### config.mk
export PLATFORM = sky130hd
export DESIGN_NAME = score_bcd_counter
export DESIGN_NICKNAME = d
export VERILOG_FILES = /design/src/rtl/score_pkg.sv /design/src/rtl/bcd_digit_add.sv /design/src/rtl/score_bcd_counter.sv
export SDC_FILE = /design/constraint.sdc
export NUM_CORES = 1
export LEC_CHECK = 0
export ABC_AREA = 1
export CAP_MARGIN = 15
export CORE_UTILIZATION = 53
export DETAILED_ROUTE_END_ITERATION = 6
export GPL_ROUTABILITY_DRIVEN = 0
export PLACE_DENSITY = 0.84
export SKIP_CTS_REPAIR_TIMING = 1
export SLEW_MARGIN = 20
export SYNTH_ARGS = -nofsm -noshare
export SYNTH_HDL_FRONTEND = slang
export SYNTH_SLANG_ARGS = --single-unit
### constraint.sdc
create_clock -name clk -period 4.26 [get_ports clk]
set_clock_uncertainty 0.05 [all_clocks]
set_input_delay 0.852 -clock clk [delete_from_list [all_inputs] [get_ports clk]]
set_output_delay 0.852 -clock clk [all_outputs]
set_load 0.005 [all_outputs]
### src/rtl/score_pkg.sv
// score_pkg: shared types, default point values and the line-count to BCD addend mapping
package score_pkg;

    typedef logic [3:0] bcd_digit_t;

    typedef enum logic [1:0] {IDLE, ADD, COMMIT} state_t;

    localparam logic [15:0] PTS_1_DEF = 16'h0040;
    localparam logic [15:0] PTS_2_DEF = 16'h0100;
    localparam logic [15:0] PTS_3_DEF = 16'h0300;
    localparam logic [15:0] PTS_4_DEF = 16'h1200;

    // 0 lines scores nothing; 5..7 clamp to the 4-line value
    function automatic logic [15:0] lines_to_addend(
        input logic [2:0]  lines,
        input logic [15:0] p1,
        input logic [15:0] p2,
        input logic [15:0] p3,
        input logic [15:0] p4
    );
        return (lines == 3'd0) ? 16'h0000 :
               (lines == 3'd1) ? p1 :
               (lines == 3'd2) ? p2 :
               (lines == 3'd3) ? p3 : p4;
    endfunction

endpackage

### src/rtl/bcd_digit_add.sv
// bcd_digit_add: one-digit BCD adder with decimal carry
//   a, b : BCD digits in
//   cin  : carry in
//   sum  : BCD digit out
//   cout : decimal carry out
module bcd_digit_add
    import score_pkg::*;
(
    input  bcd_digit_t a,
    input  bcd_digit_t b,
    input  logic       cin,
    output bcd_digit_t sum,
    output logic       cout
);

    logic [4:0] w_bin;

    assign w_bin = {1'b0, a} + {1'b0, b} + {4'b0000, cin};
    assign cout  = w_bin > 5'd9;
    assign sum   = cout ? 4'(w_bin + 5'd6) : w_bin[3:0];

endmodule

### src/rtl/score_bcd_counter.sv
// score_bcd_counter: accumulates line-clear events into a saturating packed-BCD score, one digit per cycle
//   clk, rst  : clock, asynchronous active-high reset
//   clear     : synchronous score clear, overrides everything
//   in_valid  : event valid, in_lines = lines cleared, in_ready = slot free
//   level     : (SCORE_LEVEL_MULT_EN only) addend is added level+1 times
//   busy      : addition running or event pending
//   done      : one-cycle pulse when score updates
//   score     : packed BCD, digit 0 in [3:0]
module score_bcd_counter
    import score_pkg::*;
#(
    parameter int          DIGITS = 6,
    parameter logic [15:0] PTS_1  = PTS_1_DEF,
    parameter logic [15:0] PTS_2  = PTS_2_DEF,
    parameter logic [15:0] PTS_3  = PTS_3_DEF,
    parameter logic [15:0] PTS_4  = PTS_4_DEF
) (
    input  logic                clk,
    input  logic                rst,
    input  logic                clear,
    input  logic                in_valid,
    input  logic [2:0]          in_lines,
`ifdef SCORE_LEVEL_MULT_EN
    input  logic [3:0]          level,
`endif
    output logic                in_ready,
    output logic                busy,
    output logic                done,
    output logic [4*DIGITS-1:0] score
);

    localparam int W  = 4 * DIGITS;
    localparam int IW = (DIGITS > 1) ? $clog2(DIGITS) : 1;
    localparam logic [W-1:0] ALL9 = {DIGITS{4'h9}};

    state_t         r_state, w_state_nx;
    logic [W-1:0]   r_score, r_work, r_addend, r_pend_addend;
    logic [W-1:0]   w_new_addend, w_load_addend, w_commit_val;
    logic [IW-1:0]  r_idx;
    logic [IW+1:0]  w_sel;
    logic           r_carry, r_pend_valid, r_done;
    logic           w_accept, w_start_new, w_last, w_final, w_ovf, w_load, w_cout;
    bcd_digit_t     w_sum;
`ifdef SCORE_LEVEL_MULT_EN
    logic [3:0]     r_level, r_pass, r_pend_level, w_load_level;
    logic           r_sat;
`endif

    assign in_ready     = ~r_pend_valid;
    assign busy         = (r_state != IDLE) | r_pend_valid;
    assign done         = r_done;
    assign score        = r_score;
    assign w_accept     = in_valid & in_ready & ~clear;
    assign w_start_new  = w_accept & (in_lines != 3'd0);
    assign w_new_addend = W'(lines_to_addend(in_lines, PTS_1, PTS_2, PTS_3, PTS_4));
    assign w_last       = r_idx == IW'(DIGITS - 1);
    assign w_sel        = {r_idx, 2'b00};
`ifdef SCORE_LEVEL_MULT_EN
    assign w_final      = w_last & (r_pass == r_level);
    assign w_ovf        = r_sat;
    assign w_load_level = r_pend_valid ? r_pend_level : level;
`else
    assign w_final      = w_last;
    assign w_ovf        = r_carry;
`endif
    assign w_commit_val = w_ovf ? ALL9 : r_work;
    // pending slot is always empty in IDLE, so it only takes priority at COMMIT
    assign w_load        = ((r_state == IDLE) & w_start_new) |
                           ((r_state == COMMIT) & (r_pend_valid | w_start_new));
    assign w_load_addend = r_pend_valid ? r_pend_addend : w_new_addend;

    bcd_digit_add u_add (
        .a    (r_work[w_sel +: 4]),
        .b    (r_addend[w_sel +: 4]),
        .cin  (r_carry),
        .sum  (w_sum),
        .cout (w_cout)
    );

    always_ff @(posedge clk or posedge rst) begin
        if (rst) r_state <= IDLE;
        else     r_state <= w_state_nx;
    end

    always_comb begin
        w_state_nx = clear               ? IDLE :
                     (r_state == ADD)    ? (w_final ? COMMIT : ADD) :
                     w_load              ? ADD : IDLE;
    end

    always_ff @(posedge clk or posedge rst) begin
        if (rst) begin
            r_score       <= '0;
            r_work        <= '0;
            r_addend      <= '0;
            r_pend_addend <= '0;
            r_pend_valid  <= 1'b0;
            r_idx         <= '0;
            r_carry       <= 1'b0;
            r_done        <= 1'b0;
`ifdef SCORE_LEVEL_MULT_EN
            r_level       <= '0;
            r_pass        <= '0;
            r_pend_level  <= '0;
            r_sat         <= 1'b0;
`endif
        end else if (clear) begin
            r_score      <= '0;
            r_pend_valid <= 1'b0;
            r_idx        <= '0;
            r_carry      <= 1'b0;
            r_done       <= 1'b0;
        end else begin
            r_done <= r_state == COMMIT;
            if (r_state == COMMIT) r_score <= w_commit_val;
            if (w_start_new && r_state == ADD) begin
                r_pend_valid  <= 1'b1;
                r_pend_addend <= w_new_addend;
`ifdef SCORE_LEVEL_MULT_EN
                r_pend_level  <= level;
`endif
            end else if (r_state == COMMIT) begin
                r_pend_valid <= 1'b0;
            end
            if (w_load) begin
                r_addend <= w_load_addend;
                // a back-to-back event builds on the value being committed this cycle
                r_work   <= (r_state == COMMIT) ? w_commit_val : r_score;
                r_carry  <= 1'b0;
                r_idx    <= '0;
`ifdef SCORE_LEVEL_MULT_EN
                r_level  <= w_load_level;
                r_pass   <= '0;
                r_sat    <= 1'b0;
`endif
            end else if (r_state == ADD) begin
                r_work[w_sel +: 4] <= w_sum;
                r_idx              <= w_last ? '0 : r_idx + 1'b1;
`ifdef SCORE_LEVEL_MULT_EN
                // top-digit carry is overflow: latch it and start the next pass clean
                r_carry <= w_cout & ~w_last;
                r_sat   <= r_sat | (w_last & w_cout);
                r_pass  <= r_pass + 4'(w_last);
`else
                r_carry <= w_cout;
`endif
            end
        end
    end

endmodule
# --- After elaboration in Yosys (flattened, before gate mapping) ---
# Cells that the tools add are included.
word_totals:
  reg_bits: 96
  out_inout_bits: 27
classes:
  addsub: 5
  n_lt_le_gt_ge: 1
  eq_ne: 6
  shifts: 4
  muxes: 27
  bitwise_logic: 10
  reduce_logical: 11
ops:
  columns: ["cell", "count"]
  rows:
  - ["two-way mux 24 bit", 5]
  - ["two-way mux 13 bit", 4]
  - ["indexed part select 24 x 6 -> 4 bit", 2]
  - ["bitwise mux 24 bit", 1]
  - ["variable shift 4 x 7 -> 24 bit, first input constant", 1]
  - ["indexed part select 4 x 7 -> 24 bit", 1]
  - ["two-way mux 16 bit", 1]
  - ["two-way mux 3 bit", 4]
  - ["nonzero test 3 bit", 3]
  - ["two-way mux 1 bit", 8]
  - ["negation 5 -> 7 bit", 1]
  - ["equality test 3 x 2 -> 1 bit, second input constant", 2]
  - ["two-way mux 2 bit", 3]
  - ["AND reduction 2 bit", 3]
  - ["adder 4 x 4 -> 5 bit", 1]
  - ["adder 5 x 1 -> 5 bit", 1]
  - ["bitwise AND 1 bit", 5]
  - ["greater-than comparator 5 x 4 -> 1 bit, second input constant", 1]
  - ["adder 4 x 3 -> 4 bit, second input constant", 1]
  - ["two-way mux 4 bit", 1]
  - ["nonzero test 2 bit", 2]
  - ["adder 3 x 1 -> 3 bit, second input constant", 1]
  - ["equality test 3 x 1 -> 1 bit, second input constant", 1]
  - ["equality test 3 bit, second input constant", 1]
  - ["other kinds (7)", 10]

# --- Logic depth before layout (Yosys ltp) ---
# Gate-level depths: netlist of run 1.
depth:
  ltp_word: 10
  depth_mapped: 20

# --- By module ---
# From an unflattened synthesis of run 1, not the netlist that was laid out.
hier_totals:
  cells_unflattened: 611
  hier_area_um2: 4100.2
by_module_without_submodules:
  columns: ["module", "instances", "cells_per_inst", "area_each_um2"]
  rows:
  - ["score_bcd_counter", 1, 564, 3799.9]
  - ["bcd_digit_add", 1, 47, 300.3]

# --- Worst setup path after synthesis of run 1 ---
# No wires, ideal clock.
synth_timing:
  kind: "reg-to-reg"
  start: "reg r_idx[0]"
  end: "reg r_work[7]"
  setup_time_ns: 0.071
  arrival_ns: 2.985
  path_slack_ns: 1.154
  stages_incl_launch_ff: 20
  path_buffers: 2
  cell_sequence: "dfrtp_1 -> inv_2 -> buf_6 -> clkbuf_1 -> nor2_1 -> o21ai_0 -> a31oi_1 -> fa_1 -> inv_1 -> fa_1 -> inv_1 -> ha_1 -> a22oi_1 -> nand3_2 -> nand2_4 -> nand2_4 -> nand4_2 -> nor2_1 -> nor2_1 -> nor2_1"
synth_between:
  elab_chain_cells: 9
  elab_cells_between_ends: 13
synth_lines:
  columns: ["element", "line", "text"]
  rows:
  - ["from (decl)", "score_bcd_counter.sv:39", "logic [IW-1:0] r_idx;"]
  - ["from (signal assigned)", "score_bcd_counter.sv:138", "r_idx <= w_last ? '0 : r_idx + 1'b1;"]
  - ["indexed part select 24 x 6 -> 4 bit, on equally long branches", "score_bcd_counter.sv:73, score_bcd_counter.sv:74", null]
  - ["adder 4 x 4 -> 5 bit", "bcd_digit_add.sv:18", "assign w_bin = {1'b0, a} + {1'b0, b} + {4'b0000, cin};"]
  - ["adder 5 x 1 -> 5 bit", "bcd_digit_add.sv:18", null]
  - ["adder 4 x 3 -> 4 bit / greater-than comparator 5 x 4 -> 1 bit (equally long branches)", "bcd_digit_add.sv:20, bcd_digit_add.sv:19", null]
  - ["two-way mux 4 bit", "bcd_digit_add.sv:20", "assign sum = cout ? 4'(w_bin + 5'd6) : w_bin[3:0];"]
  - ["indexed part select 4 x 7 -> 24 bit", "score_bcd_counter.sv:137", "r_work[w_sel +: 4] <= w_sum;"]
  - ["bitwise mux 24 bit *", "score_bcd_counter.sv:137", null]
  - ["two-way mux 24 bit *", "score_bcd_counter.sv:136", "end else if (r_state == ADD) begin"]
  - ["two-way mux 24 bit *", "score_bcd_counter.sv:125", "if (w_load) begin"]
  - ["to (signal assigned)", "score_bcd_counter.sv:128", "r_work <= (r_state == COMMIT) ? w_commit_val : r_score;"]
  - ["to (signal, indexed assignment)", "score_bcd_counter.sv:137", null]
  - ["to (decl)", "score_bcd_counter.sv:37", "logic [W-1:0] r_score, r_work, r_addend, r_pend_addend;"]
# Mark *: on every way between the ends. The rest lies on a longest branch, timed or not. The select of a mux whose other input is x is not followed.
# A chain may end at the register's enable or synchronous reset.

# --- Final worst setup path of run 1 ---
layout_timing:
  start: "reg r_idx[0]"
  end: "reg r_work[14]"
# The elaborated chain is that of the path after synthesis.

==> results of run 1 <==
==> cells by family (layout without fill, tap and decap cells) <==
group                      after synthesis  in the layout  share of synthesized area
adders and majority gates               11             11                    0.04037
buffers and inverters                   85            123                    0.09464
and+or+nand+nor                        216            216                     0.2763
xor gates and xnor gates                 1              1                   0.002317
AOI/OAI and AO/OA                      104            104                     0.1628
DFF                                     64             64                     0.4236
==> synthesized netlist by cell type (2+ instances only) <==
library cell / number / area (um2)
inv_2: 8 / 30.03
o22ai_1: 5 / 31.28
nand3_2: 7 / 70.07
nand4_1: 5 / 31.28
nand2_4: 6 / 67.56
nand3_1: 30 / 150.1
buf_2: 3 / 15.01
o21a_1: 2 / 15.01
fa_1: 2 / 40.04
o21ai_0: 38 / 190.2
a22oi_1: 13 / 97.59
ha_1: 9 / 112.6
nor2_1: 83 / 311.6
a31oi_1: 2 / 12.51
inv_4: 2 / 12.51
buf_6: 4 / 45.04
nor2_2: 2 / 12.51
nand2_1: 56 / 210.2
nand2_2: 6 / 37.54
a21boi_1: 2 / 15.01
nor3_1: 15 / 75.07
o21ai_1: 3 / 15.01
inv_1: 59 / 221.5
o21ai_2: 3 / 26.28
o211ai_1: 4 / 30.03
a21oi_1: 27 / 135.1
clkbuf_1: 9 / 33.78
dfrtp_1: 64 / 1602
==> routing by layer <==
| metal | up-vias | part of all wire | wire length, um | GRT usage |
|---|---|---|---|---|
| met4 | 0 | 0.045 | 442 | 0.1485 |
| met3 | 50 | 0.075 | 731 | 0.06762 |
| li1 | 1652 | - | - | - |
| met2 | 190 | 0.47 | 4571 | 0.4466 |
| met5 | - | 0 | 0 | 0 |
| met1 | 1697 | 0.41 | 4061 | 0.3620 |
==> worst paths after layout <==
check,startpoint,end,slack [ns],cells past startpoint
max reg2reg,r_idx[0],r_work[14],0.55,16
min reg2reg,r_pend_addend[6],r_pend_addend[6],0.46,2
min in group asynchronous,rst,score[18],0.90,2
min,r_pend_addend[6],r_pend_addend[6],0.46,2
max in group asynchronous,rst,score[5],2.64,3
max,r_idx[0],r_work[14],0.55,16
==> where the power goes <==
group          total [W]  internal (W)  switching [W]
clock           0.000604      0.000347       0.000257
combinational   0.000702      0.000223       0.000479
sequential      0.000778      0.000715      0.0000631
==> area by class of cell <==
cell class | instances | share of cell area
clock buffer | 10 | 0.03122
clock inverter | 6 | 0.02100
inverter | 69 | 0.06046
multi-input combinational | 332 | 0.4133
timing repair buffer | 38 | 0.08345
sequential | 64 | 0.3633
tap | 96 | 0.02725
==> registers in the layout, summed over array words and instances (netlist names) <==
| signal | count |
|---|---|
| r_state | 2 |
| r_addend | 4 |
| r_carry | 1 |
| done | 1 |
| r_idx | 3 |
| r_pend_addend | 4 |
| r_work | 24 |
| score | 24 |
| r_pend_valid | 1 |
==> per-stage QoR <==
| step | hold slack (ns) | util | cell area (um2) |
|---|---|---|---|
| 2_1_floorplan | 0.4034 | - | 3781 |
| 3_3_place_gp | 0.4213 | 0.6112 | 4175 |
| 3_5_place_dp | 0.4360 | 0.6115 | 4178 |
| 4_1_cts | 0.4543 | 0.6452 | 4408 |
| 5_1_grt | 0.4760 | 0.6452 | 4408 |
| 6_report | 0.4564 | 0.6452 | 4408 |
==> worst max-delay path: stages, from the launching register on <==
cell and delay (ns):
dfrtp_1 0.69, inv_2 0.30, o21ai_0 0.23, o21ai_0 0.11, a31oi_1 0.20, fa_1 0.19
inv_1 0.06, fa_1 0.53, inv_1 0.09, ha_1 0.22, a22oi_1 0.21, nand3_2 0.14
nand2_4 0.12, nand2_2 0.08, nand2_4 0.10, nand3_1 0.09, a22oi_1 0.19
==> flow_summary.toml, run 1 <==
[run_status]
status = "completed"

[routing]
drtAntennaViolNets = 0
vias = 3589
drt-total-wl_um = 9807
drc = 0
wl_per_cell_um = 15.95
drt_iter0_drc = 325
drt_pass1_iterations = 5
vias_per_cell = 5.836

[grt]
grt_pass1_vias = 3367
globalRouteTotalUtil = 0.2826
gr-total-overflow = 0
grt_max_degree = 56
grt_pass1_wl_um = 16080
antenna_found_initial = 0

[place]
dp.cells = 599
place_hpwl_um = 6793
port_buffers = 33
dp_slack_ns = 0.7526

[final_layout]
nets = 532
area_growth_pct = 16.58
regArea_mm2 = 0.001602
drive_gt1_frac = 0.1195
fill_cells = 585
layout_common_cells = "nor2_1, dfrtp_1, inv_1"
diodes = 0
final_cells = 615
final_common_cell = "nor2_1"
multi_input_area_mm2 = 0.001822

[critical_path]
crit_type = "reg2reg"
crit_arrival_ns = 3.93
end_kind = "flop"
start_kind = "flop"
worstPathMaxFanout = 22
cp.required_ns = 4.47

[power_and_ir_drop]
pwr_density_cell_mw_per_mm2 = 472.8
max-vdd-ir-drop_v = 0.0002898
p_leak_nw = 2.097
finalPower_w = 0.002084

[clock_network]
cts_sinks = 64
clkTransAtPathRegs_ns = 0.08
cts_tree = "built"
cts_buffers = 9
cts-htree-levels = 3
cts_buffer_depth = 2
clock_latency_ns = 0.37
clockRootBuffer = "clkbuf_8"

[timing]
worstMarginPinSlew_ns = 0.6788
finalCriticalPeriod_ns = 3.714
slew_viol_final = 0
hold_viol = 0
clock.fmax_mhz = 269.3
setup-tns-final_ns = 0
relSlewSlack = 0.5475
setup_viol = 0
rsz0062_at_grt = "no"
finalWorstSetupSlack_ns = 0.5461
timing.final.crit_share = 0.8718

[logic_synthesis]
yosysSeqAreaShare = 0.4236
synthCells = 481
syn_area_mm2 = 0.003781
ys_ff_latch = 64
syn_avg_cell_area_um2 = 7.861
synth_ff_type = "dfrtp_1"
synth_edf_count = 0
ys_types = 40
yosys_warnings = 0
syn-num-nets = 499
async_flop_share = 1.000

[die]
dieWidth_um = 86.47
core_mm2 = 0.006832
num_rows = 30
num_io_pins = 34
initial_utilization = 0.5535
dieArea_mm2 = 0.007476
die-height_um = 86.47

[job]
max-cap-violations = 0

[min_path]
holdCritPathClass = "reg2reg"
No activity file was read; power rests on OpenSTA's default activity.
==> run 2: changes to the inputs <==
--- a/config.mk
+++ b/config.mk
@@ -11,6 +11,7 @@
 export DETAILED_ROUTE_END_ITERATION = 6
 export GPL_ROUTABILITY_DRIVEN = 0
 export PLACE_DENSITY = 0.84
+export REMOVE_ABC_BUFFERS = 1
 export SKIP_CTS_REPAIR_TIMING = 1
 export SLEW_MARGIN = 20
 export SYNTH_ARGS = -nofsm -noshare
==> run 2 against run 1 <==
Effect of this change:
- clock-buffer cell count rose by 2
- largest cell class unchanged
- maximum frequency rose by 1.4%
- sequential power rose by 0.8%
- core utilization rose by 0.37 points
- register-to-register slack improved by 0.05 ns
- via count fell by 3.7%
- flip-flop and latch count did not move
- die area did not move
==> flow_summary.toml, run 2 (same netlist as run 1, synthesis figures left out) <==
[run_status]
status = "completed"

[timing]
timing.final.crit_share = 0.8599
finalWorstSetupSlack_ns = 0.5970
clock.fmax_mhz = 273.0
setup-tns-final_ns = 0
slew_viol_final = 0
finalCriticalPeriod_ns = 3.663
hold_viol = 0
setup_viol = 0
worstMarginPinSlew_ns = 0.9369
relSlewSlack = 0.3747
rsz0062_at_grt = "no"

[clock_network]
cts_buffer_depth = 2
cts_buffers = 9
cts-htree-levels = 3
cts_tree = "built"
cts_sinks = 64
clockRootBuffer = "clkbuf_8"
clock_latency_ns = 0.36
clkTransAtPathRegs_ns = 0.07

[final_layout]
area_growth_pct = 17.24
drive_gt1_frac = 0.1178
nets = 531
diodes = 0
layout_common_cells = "nor2_1, dfrtp_1, inv_1"
final_common_cell = "nor2_1"

[power_and_ir_drop]
p_sw_frac = 0.3600
internal-power_w = 0.001374
p_leak_nw = 2.115
power.switching_w = 0.0007731
max-vdd-ir-drop_v = 0.0003097
comb_power_share = 0.315
pwr_density_cell_mw_per_mm2 = 484.4
finalPower_w = 0.002147
pwr-share-seq = 0.365
p_clk_frac = 0.320

[routing]
drtAntennaViolNets = 0
drt-total-wl_um = 9214
drt_pass1_iterations = 5
vias = 3456
wl_per_cell_um = 15.01
vias_per_cell = 5.629
drt_iter0_drc = 264
drc = 0

[critical_path]
start_kind = "flop"
crit_family = "compound AO/OA/AOI/OAI gates"
end_kind = "flop"
crit_arrival_ns = 3.88
r2r_slack_ns = 0.60
worstPathCellList = "inv_2 > o21ai_0 > o21ai_0 > a31oi_1 > fa_1 > inv_1 > fa_1 > xnor2_1 > ha_1 > a22oi_1 > nand3_2 > nand2_4 > nand2_2 > nand2_4 > nand2_1 > a22oi_1"
slowest_stage = "dfrtp_1"
path_buf_inv = 2
crit_path_max_incr_delay_ns = 0.67
worstPathMaxFanout = 22
cp.required_ns = 4.48
crit_type = "reg2reg"

[job]
max-cap-violations = 0

[die]
dieArea_mm2 = 0.007476
die-height_um = 86.47
initial_utilization = 0.5535
num_io_pins = 34
core_mm2 = 0.006832
dieWidth_um = 86.47
num_rows = 30

[grt]
globalRouteTotalUtil = 0.2698
grt_pass1_vias = 3129
grt_pass1_wl_um = 15280
grt_max_degree = 55
antenna_found_initial = 0
gr-total-overflow = 0

[min_path]
holdCritPathClass = "reg2reg"

[place]
port_buffers = 33
place_hpwl_um = 6543
dp_slack_ns = 0.7178
-- run 2: cell count changes in the layout (fill, tap and decap cells not counted), sizes merged --
cell and delta:
bufinv +1, buf -1, clkinvlp -2, clkbuf +2
inv -1
-- run 2: path summary, 6_finish.rpt --
kind                              startpoint                 to  depth (start not counted)
setup / recovery                    r_idx[0]          r_work[9]                         16
hold / removal             r_pend_addend[12]  r_pend_addend[12]                          2
setup reg to reg                    r_idx[0]          r_work[9]                         16
hold reg to reg            r_pend_addend[12]  r_pend_addend[12]                          2
max in group asynchronous                rst           r_idx[0]                          3
min in group asynchronous                rst               done                          2
-- run 2: power by group through the flow --
stage               clock network [W]  logic [W]  registers (W)
floorplan                           0   0.000509       0.000766
global placement                    0   0.000633       0.000787
detailed placement                  0   0.000661       0.000790
CTS                          0.000687   0.000668       0.000781
global route                 0.000711   0.000748       0.000793
finish                       0.000687   0.000676       0.000784
-- run 2: worst reg2reg max path, stage by stage, from the launching register on --
cell and delay [ns]:
dfrtp_1 0.67, inv_2 0.29, o21ai_0 0.21, o21ai_0 0.11, a31oi_1 0.23, fa_1 0.21, inv_1 0.06, fa_1 0.40
xnor2_1 0.18, ha_1 0.25, a22oi_1 0.24, nand3_2 0.15, nand2_4 0.12, nand2_2 0.07, nand2_4 0.09, nand2_1 0.06
a22oi_1 0.18
-- run 2: final cells by class --
| type | instances | area (um2) |
|---|---|---|
| repair buffers | 37 | 360.3 |
| well taps | 96 | 120.1 |
| flip-flops and latches | 64 | 1602 |
| multi-input cells | 332 | 1822 |
| clock buffers | 12 | 165.2 |
| clock inverters | 4 | 98.84 |
| inverters | 69 | 265.3 |
| fillers | 566 | 2399 |
-- run 2: layer usage --
metal	routed length [um]	share of wire	vias to the layer above	GRT usage
met5	0	0	-	0
met3	649	0.070	20	0.05429
met4	239	0.026	0	0.1348
met1	4003	0.43	1637	0.3677
met2	4322	0.47	143	0.4120
li1	-	-	1656	-
-- run 2: metrics by stage --
stage | util | std cells | hold slack (ns) | area (um2)
after CTS | 0.6487 | 614 | 0.4449 | 4432
after floorplan | - | 465 | 0.4034 | 3687
after global routing | 0.6489 | 614 | 0.4841 | 4433
after detailed placement | 0.6101 | 598 | 0.4282 | 4168
after global placement | 0.6101 | 598 | 0.4207 | 4168
final | 0.6489 | 614 | 0.4460 | 4433
==> run 3: changes to the inputs <==
--- a/config.mk
+++ b/config.mk
@@ -5,15 +5,16 @@
 export SDC_FILE = /design/constraint.sdc
 export NUM_CORES = 1
 export LEC_CHECK = 0
-export ABC_AREA = 1
 export CAP_MARGIN = 15
+export CORE_ASPECT_RATIO = 0.5
 export CORE_UTILIZATION = 53
 export DETAILED_ROUTE_END_ITERATION = 6
 export GPL_ROUTABILITY_DRIVEN = 0
-export PLACE_DENSITY = 0.84
+export PLACE_DENSITY = 0.85
 export REMOVE_ABC_BUFFERS = 1
 export SKIP_CTS_REPAIR_TIMING = 1
 export SLEW_MARGIN = 20
 export SYNTH_ARGS = -nofsm -noshare
 export SYNTH_HDL_FRONTEND = slang
 export SYNTH_SLANG_ARGS = --single-unit
+export TNS_END_PERCENT = 10
==> run 3 against run 2 <==
Effect of this change:
- core utilization is 3.4 points higher
- final cell count shrank 17%
- synthesized cell count down 20%
- clock-buffer cell count down 3
- routed wire length increased by 8.3%
- register-to-register slack got worse by 0.32 ns
- largest power group is now clock
- sequential power decreased by 9.2%
- via count shrank 6.4%
- clock power increased by 6.7%
- worst setup slack worse by 0.32 ns
- combinational power decreased by 29%
- cell area down 3.2%
==> flow_summary.toml, run 3 <==
[run_status]
status = "completed"

[logic_synthesis]
synth_common_cells = "dfrtp_1, nor2_1, a21oi_1"
yosysMostFrequentCell = "dfrtp_1"
synth_ff_type = "dfrtp_1"
synth_top_cell_by_area = "dfrtp_1"
async_flop_share = 1.000
synth_edf_count = 0
synthCells = 387
yosysSeqAreaShare = 0.4490
syn_avg_cell_area_um2 = 9.217
syn_area_mm2 = 0.003567
synth_top_area_share = 0.4490
yosys_warnings = 0
ys_types = 50
synth_area_leaders = "dfrtp_1, nor2_1, a21oi_1, o21ai_0, ha_1"
ys_ff_latch = 64

[clock_network]
clock_latency_ns = 0.33
cts_tree = "built"
cts_buffer_depth = 2
clkTransAtPathRegs_ns = 0.06
cts_buffers = 9
cts_sinks = 64
clockRootBuffer = "clkbuf_16"
cts-htree-levels = 3

[final_layout]
final_cells = 510
fill_cells = 445
multi_input_area_mm2 = 0.001841
diodes = 0
nets = 435
regArea_mm2 = 0.001602
final_common_cell = "dfrtp_1"
area_growth_pct = 20.24
drive_gt1_frac = 0.1114
layout_common_cells = "dfrtp_1, nor2_1, a21oi_1"

[power_and_ir_drop]
p_leak_nw = 1.825
max-vdd-ir-drop_v = 0.0001952
pwr_density_cell_mw_per_mm2 = 449.3

[critical_path]
cp.required_ns = 4.42
path_buf_inv = 2
path_common_cell = "fa_1"
worstPathCellList = "buf_4 > mux2i_1 > nor2_1 > a21oi_1 > fa_1 > inv_1 > fa_1 > xnor2_2 > ha_1 > a22o_1 > a2111oi_0 > or4_4 > o22ai_2 > mux2_2"
crit_family = "compound AO/OA/AOI/OAI gates"
end_kind = "flop"
worstPathMaxFanout = 9
slowest_stage = "a2111oi_0"
crit_arrival_ns = 4.15
start_kind = "flop"
crit_path_max_incr_delay_ns = 0.50
crit_type = "reg2reg"

[grt]
grt_max_degree = 49
grt_use_met3 = 0.08015
antenna_found_initial = 0
grt-busiest-layer = "met2"
globalRouteTotalUtil = 0.3057
grt_pass1_vias = 3219
grt_pass1_wl_um = 16390
gr-total-overflow = 0
grt.met2_usage = 0.4941
grtUsageMet1 = 0.3892

[place]
place_hpwl_um = 6533
port_buffers = 33
dp.cells = 494

[routing]
drt-total-wl_um = 9977
vias = 3236
vias_per_cell = 6.345
drt_iter0_drc = 324
drt_pass1_iterations = 5
drc = 0
wl_per_cell_um = 19.56
drtAntennaViolNets = 0

[job]
max-cap-violations = 0

[die]
core_mm2 = 0.006281
initial_utilization = 0.5679
die-height_um = 60.01
num_rows = 20
num_io_pins = 34
dieArea_mm2 = 0.007082
dieWidth_um = 118.0

[timing]
hold_viol = 0
relSlewSlack = 0.4072
setup_viol = 0
rsz0062_at_grt = "no"
setup-tns-final_ns = 0
timing.final.crit_share = 0.9358
clock.fmax_mhz = 250.8
finalCriticalPeriod_ns = 3.987
worstMarginPinSlew_ns = 0.8880
slew_viol_final = 0

[min_path]
holdCritPathClass = "reg2reg"
run 3: cell count changes in the layout (fill, tap and decap cells not counted), moves of 10 or more:
cell,delta
a21oi_1,+16
a22oi_1,-13
and3_1,+15
clkbuf_8,-12
inv_1,-49
mux2i_1,+10
nand2_1,-39
nand3_1,-21
nor2_1,-20
o21ai_0,-13
run 3: cells by family (layout without fill, tap and decap cells):
kind of cell / Yosys count / in the layout / synth area share
XOR/XNOR: 3 / 3 / 0.007367
AO/OA/AOI/OAI: 102 / 102 / 0.1754
flip-flops: 64 / 64 / 0.4490
AND/OR/NAND/NOR: 151 / 151 / 0.2077
adder cells (fa/ha/maj): 11 / 11 / 0.04279
multiplexers: 22 / 22 / 0.07857
buffers and inverters: 34 / 69 / 0.03928
run 3: worst register-to-register path: stages, from the launching register on:
cell,delay (ns)
dfrtp_1,0.49
buf_4,0.23
mux2i_1,0.24
nor2_1,0.06
a21oi_1,0.16
fa_1,0.22
inv_1,0.05
fa_1,0.42
xnor2_2,0.21
ha_1,0.27
a22o_1,0.25
a2111oi_0,0.50
or4_4,0.30
o22ai_2,0.10
mux2_2,0.30
run 3: layout make-up:
class | instances | share of cell area
clock inverters | 7 | 0.01692
well taps | 88 | 0.02567
clock buffers | 9 | 0.05251
flip-flops and latches | 64 | 0.3734
inverters | 11 | 0.009627
multi-input cells | 289 | 0.4291
repair buffers | 42 | 0.09277
run 3: worst paths after layout:
check	from	cells past startpoint	slack (ns)	end
worst max-delay path	r_idx[0]	14	0.27	r_work[7]
worst min-delay path	r_pend_addend[8]	1	0.46	r_pend_addend[8]
worst max register to register	r_idx[0]	14	0.27	r_work[7]
worst min register to register	r_pend_addend[8]	1	0.46	r_pend_addend[8]
max in group asynchronous	rst	3	2.34	r_addend[9]
min in group asynchronous	rst	2	0.99	score[9]
run 3: power breakdown:
part	internal, W	switching, W	total (W)
Sequential	0.000662	0.0000504	0.000712
Clock	0.000452	0.000280	0.000733
Combinational	0.000187	0.000295	0.000482
run 3: metrics by stage:
stage / cell area [um2] / util / power (W) / hold WS (ns) / setup slack (ns)
floorplan: 3468 / - / 0.001012 / 0.4101 / 0.4826
finish: 4289 / 0.6829 / 0.001927 / 0.4615 / 0.2734
global placement: 3976 / 0.6331 / 0.001126 / 0.4427 / 0.5934
CTS: 4274 / 0.6805 / 0.001886 / 0.4635 / 0.1853
detailed placement: 3976 / 0.6331 / 0.001156 / 0.4514 / 0.2309
global route: 4289 / 0.6829 / 0.001989 / 0.4807 / 0.09114
run 3: per-layer routing:
metal | wire length, um | share of wire
met5 | 0 | 0
met4 | 325 | 0.033
met3 | 1090 | 0.11
met2 | 4475 | 0.45
met1 | 4086 | 0.41
==> patch 1, RTL diff (config.mk and constraints of run 3) <==
Set the parameter `DIGITS` to 3 (it was 6).
--- a/src/rtl/score_bcd_counter.sv
+++ b/src/rtl/score_bcd_counter.sv
@@ -9,7 +9,7 @@
 module score_bcd_counter
     import score_pkg::*;
 #(
-    parameter int          DIGITS = 6,
+    parameter int          DIGITS = 3,
     parameter logic [15:0] PTS_1  = PTS_1_DEF,
     parameter logic [15:0] PTS_2  = PTS_2_DEF,
     parameter logic [15:0] PTS_3  = PTS_3_DEF,
Ports: changed (resized score); port bits go from 34 to 22. No check against the original RTL was run, so the function may have changed too.
==> patch 1 against run 3 <==
- the flow now finishes with violations (design-rule violations)
- worst setup slack better by 0.31 ns
- combinational power is 28% lower
- routed wire length shrank 51%
- worst hold slack got worse by 0.0045 ns
- sequential cell count is 27 lower
- global-route usage is 5.9 points lower
- largest power group is now registers
- core utilization decreased by 4.1 points
- total power decreased by 44%
- via count down 43%
- largest cell class unchanged
- synthesized area down 39%
- first-iteration DRC count is 59% lower
- final cell count down 39%
- design area is 41% lower
==> patch 1: results (changes against run 3) <==
----------------------------------------------------
[Global routing]
  Largest net degree at the start of global routing ... 38 (-22%)

[Setup path]
  Critical path data arrival time ... 3.84 ns (-0.31 ns)

[Routing]
  First-pass iteration count of the detailed router ... 7 (+2)
  Total met3 wirelength after detailed routing ... 324 um (-70%)
  DRC violations left ... 1 (+1)
  Routed wire length ... 4.92 mm (-51%)
  Met2 Routed Length ... 2.30 mm (-49%)

[Yosys]
  Number of distinct standard cells referenced by the synthesized netlist ... 47 (-6.0%)
  Synth top area cells ... dfrtp_1 42%, nor2_1 7.4%, a21oi_1 6.2%
  Adder-cell share of the synthesized area ... 5.28% (+1.0 points)
  Most instantiated cells after synthesis ... 43 x nor2_1, 37 x dfrtp_1, 27 x a21oi_1
  XOR/XNOR Fraction of Synth Area ... 0.803% (+0.066 points)

[Worst hold path]
  Hold worst-path end ... r_pend_addend[6]$_DFFE_PP0P_

[Run status]
  Outcome ... finished, violations left
  Violated checks ... design-rule violations

[Finish]
  Fraction of final layout cells with drive strength greater than 1 ... 9.41% (-1.7 points)

[Timing]
  Hold_ws ... 0.457 ns (-0.00454 ns)
  Maximum clock frequency ... 272 MHz (+8.5%)

[Place]
  Post-Place Cell Area ... 2420 um^2 (-39%)
  Number of port buffers ... 21 (-36%)
  Worst setup slack before clock tree synthesis ... 0.711 ns (+0.480 ns)

[Clock tree]
  Cell chosen for the clock root ... clkbuf_8
  Worst-Skew Late Latency ... 0.30 ns (-0.03 ns)
  H-tree levels ... 2 (-1)
  Clock edge transition at the registers on the reported setup and hold paths ... 0.08 ns (+0.02 ns)

----------------------------------------------------
[patch 1: report_power, final]
| group | internal, W | leakage, nW | switching, W | total (W) |
|---|---|---|---|---|
| registers | 0.000400 | 0.481 | 0.0000498 | 0.000450 |
| clock network | 0.000146 | 0.0542 | 0.000128 | 0.000274 |
| logic | 0.000149 | 0.502 | 0.000199 | 0.000347 |
[patch 1: final cells by class]
type	count	area (um^2)
Clock inverter	1	5.00
Tap cell	54	67.6
Sequential cell	37	926
Timing Repair Buffer	23	225
Inverter	8	30.0
Fill cell	335	1400
Clock buffer	7	96.3
Multi-Input combinational cell	179	1170
[patch 1: critical path: stages (launching register included)]
cell,delay [ns]
dfrtp_1,0.64
inv_1,0.26
a31oi_1,0.26
fa_1,0.23
inv_1,0.06
fa_1,0.42
xnor2_1,0.37
ha_1,0.29
a22oi_2,0.12
o21ai_0,0.14
a22oi_1,0.17
a211o_1,0.37
o31ai_2,0.22
==> patch 2, RTL diff (settings of run 3) <==
Made on the original files. Encoding of `state_t`: now one-hot (3 bits for 3 states).
--- a/src/rtl/score_pkg.sv
+++ b/src/rtl/score_pkg.sv
@@ -3,7 +3,7 @@
 
     typedef logic [3:0] bcd_digit_t;
 
-    typedef enum logic [1:0] {IDLE, ADD, COMMIT} state_t;
+    typedef enum logic [2:0] {IDLE = 3'b001, ADD = 3'b010, COMMIT = 3'b100} state_t;
 
     localparam logic [15:0] PTS_1_DEF = 16'h0040;
     localparam logic [15:0] PTS_2_DEF = 16'h0100;
Formal check against the unedited RTL: no difference found for any inputs over 10 cycles, from zero or initial values and one cycle with rst high; not proved beyond that.
==> patch 2 against run 3 <==
- final cell count rose by 1.4%
- design area rose by 2.9%
- via count fell by 0.28%
- sequential share of layout area fell by 0.44 points
- total power is 2.6% higher
- synthesized area grew 3.2%
- sequential cell count grew 1
- worst setup slack worse by 0.044 ns
- routed wire length decreased by 4.7%
==> patch 2: results (changes against run 3) <==
----------------------------------------------------
[Run status]
  Outcome ... finished, final reports clean

[Pwr]
  Pleak ... 1.86 nW (+2.0%)
  Sequential power ... 0.000761 W (+6.9%)
  Worst supply voltage drop on vdd ... 206 uV (+5.3%)
  Internal power component ... 0.00136 W (+4.7%)

[Yosys]
  Number of distinct standard cells referenced by the synthesized netlist ... 56 (+12%)
  Avg Inst Size Synth ... 9.53 um^2 (+3.4%)
  Synth top area cells ... dfrtp_1 44%, a21oi_1 5.6%, nor2_1 5.3%
  Proportion of synthesized chip area in sequential cells ... 44.2% (-0.66 points)
  Complex-gate fraction of the synthesized area ... 19.0% (+1.5 points)
  Adder-cell share of the synthesized area ... 4.15% (-0.13 points)
  Most instantiated cells after synthesis ... 64 x dfrtp_1, 52 x nor2_1, 41 x a21oi_1

[Routing]
  Routed wire length ... 9.50 mm (-4.7%)
  Total number of vias ... 3227 (-0.28%)

[Place]
  Worst setup slack before clock tree synthesis ... 0.213 ns (-0.0182 ns)
  Placed cell count ... 502 (+1.6%)
  Post-Place Cell Area ... 4110 um^2 (+3.4%)
  Dpl hpwl ... 6.34 mm (-2.9%)

[Setup path]
  Critical path's largest stage delay ... 0.56 ns (+0.06 ns)
  Critical path data arrival time ... 4.19 ns (+0.04 ns)
  Logic depth of the worst register-to-register path ... 16 (+2)
  Reg2reg end ... r_work[23]$_DFFE_PP0P_
  Slowest cell on crit path ... a2111oi_1

[Global routing]
  Global-route usage over all layers ... 28.0% (-2.5 points)
  First-pass GRT wire length ... 15.3 mm (-6.6%)

[Finish]
  Area of the multi-input gates ... 1900 um^2 (+3.4%)
  Fraction of final layout cells with drive strength greater than 1 ... 11.8% (+0.63 points)
  Final layout net count ... 439 (+0.92%)

[Worst hold path]
  Min-Delay Startpoint ... r_pend_addend[6]$_DFFE_PP0P_
  Number of stages on the worst hold path ... 2 (+1)

[Timing]
  Worst slew pin tran ... 0.999 ns (+0.111 ns)

----------------------------------------------------
-- patch 2: changes by cell type after synthesis, moves of 5 or more --
| cell | delta |
|---|---|
| nand3_1 | -5 |
| nor2_1 | -11 |
| o21ai_0 | -7 |
| o21ai_1 | +6 |
| o21a_1 | -5 |
| inv_1 | +6 |
| nand2_1 | +5 |
| a211oi_1 | +11 |
-- patch 2: cell type report --
type,instances,share of cell area (%)
Sequential cell,65,36.9
Multi-Input combinational cell,285,43.1
Inverter,16,1.39
Timing Repair Buffer,44,9.25
Clock buffer,12,5.81
Tap cell,92,2.61
Clock inverter,3,0.908
-- patch 2: stage by stage --
stage               hold WS, ns  TNS (ns)
floorplan                 0.400         0
global placement          0.415         0
detailed placement        0.426         0
CTS                       0.438         0
global route              0.478  -0.00627
finish                    0.429         0
-- patch 2: layer usage --
metal	track usage, %	vias up	routed length (um)
li1	-	1464	-
met1	38.1	1577	4320
met2	42.8	167	4120
met3	9.12	19	908
met4	10.0	0	150
met5	0	-	0
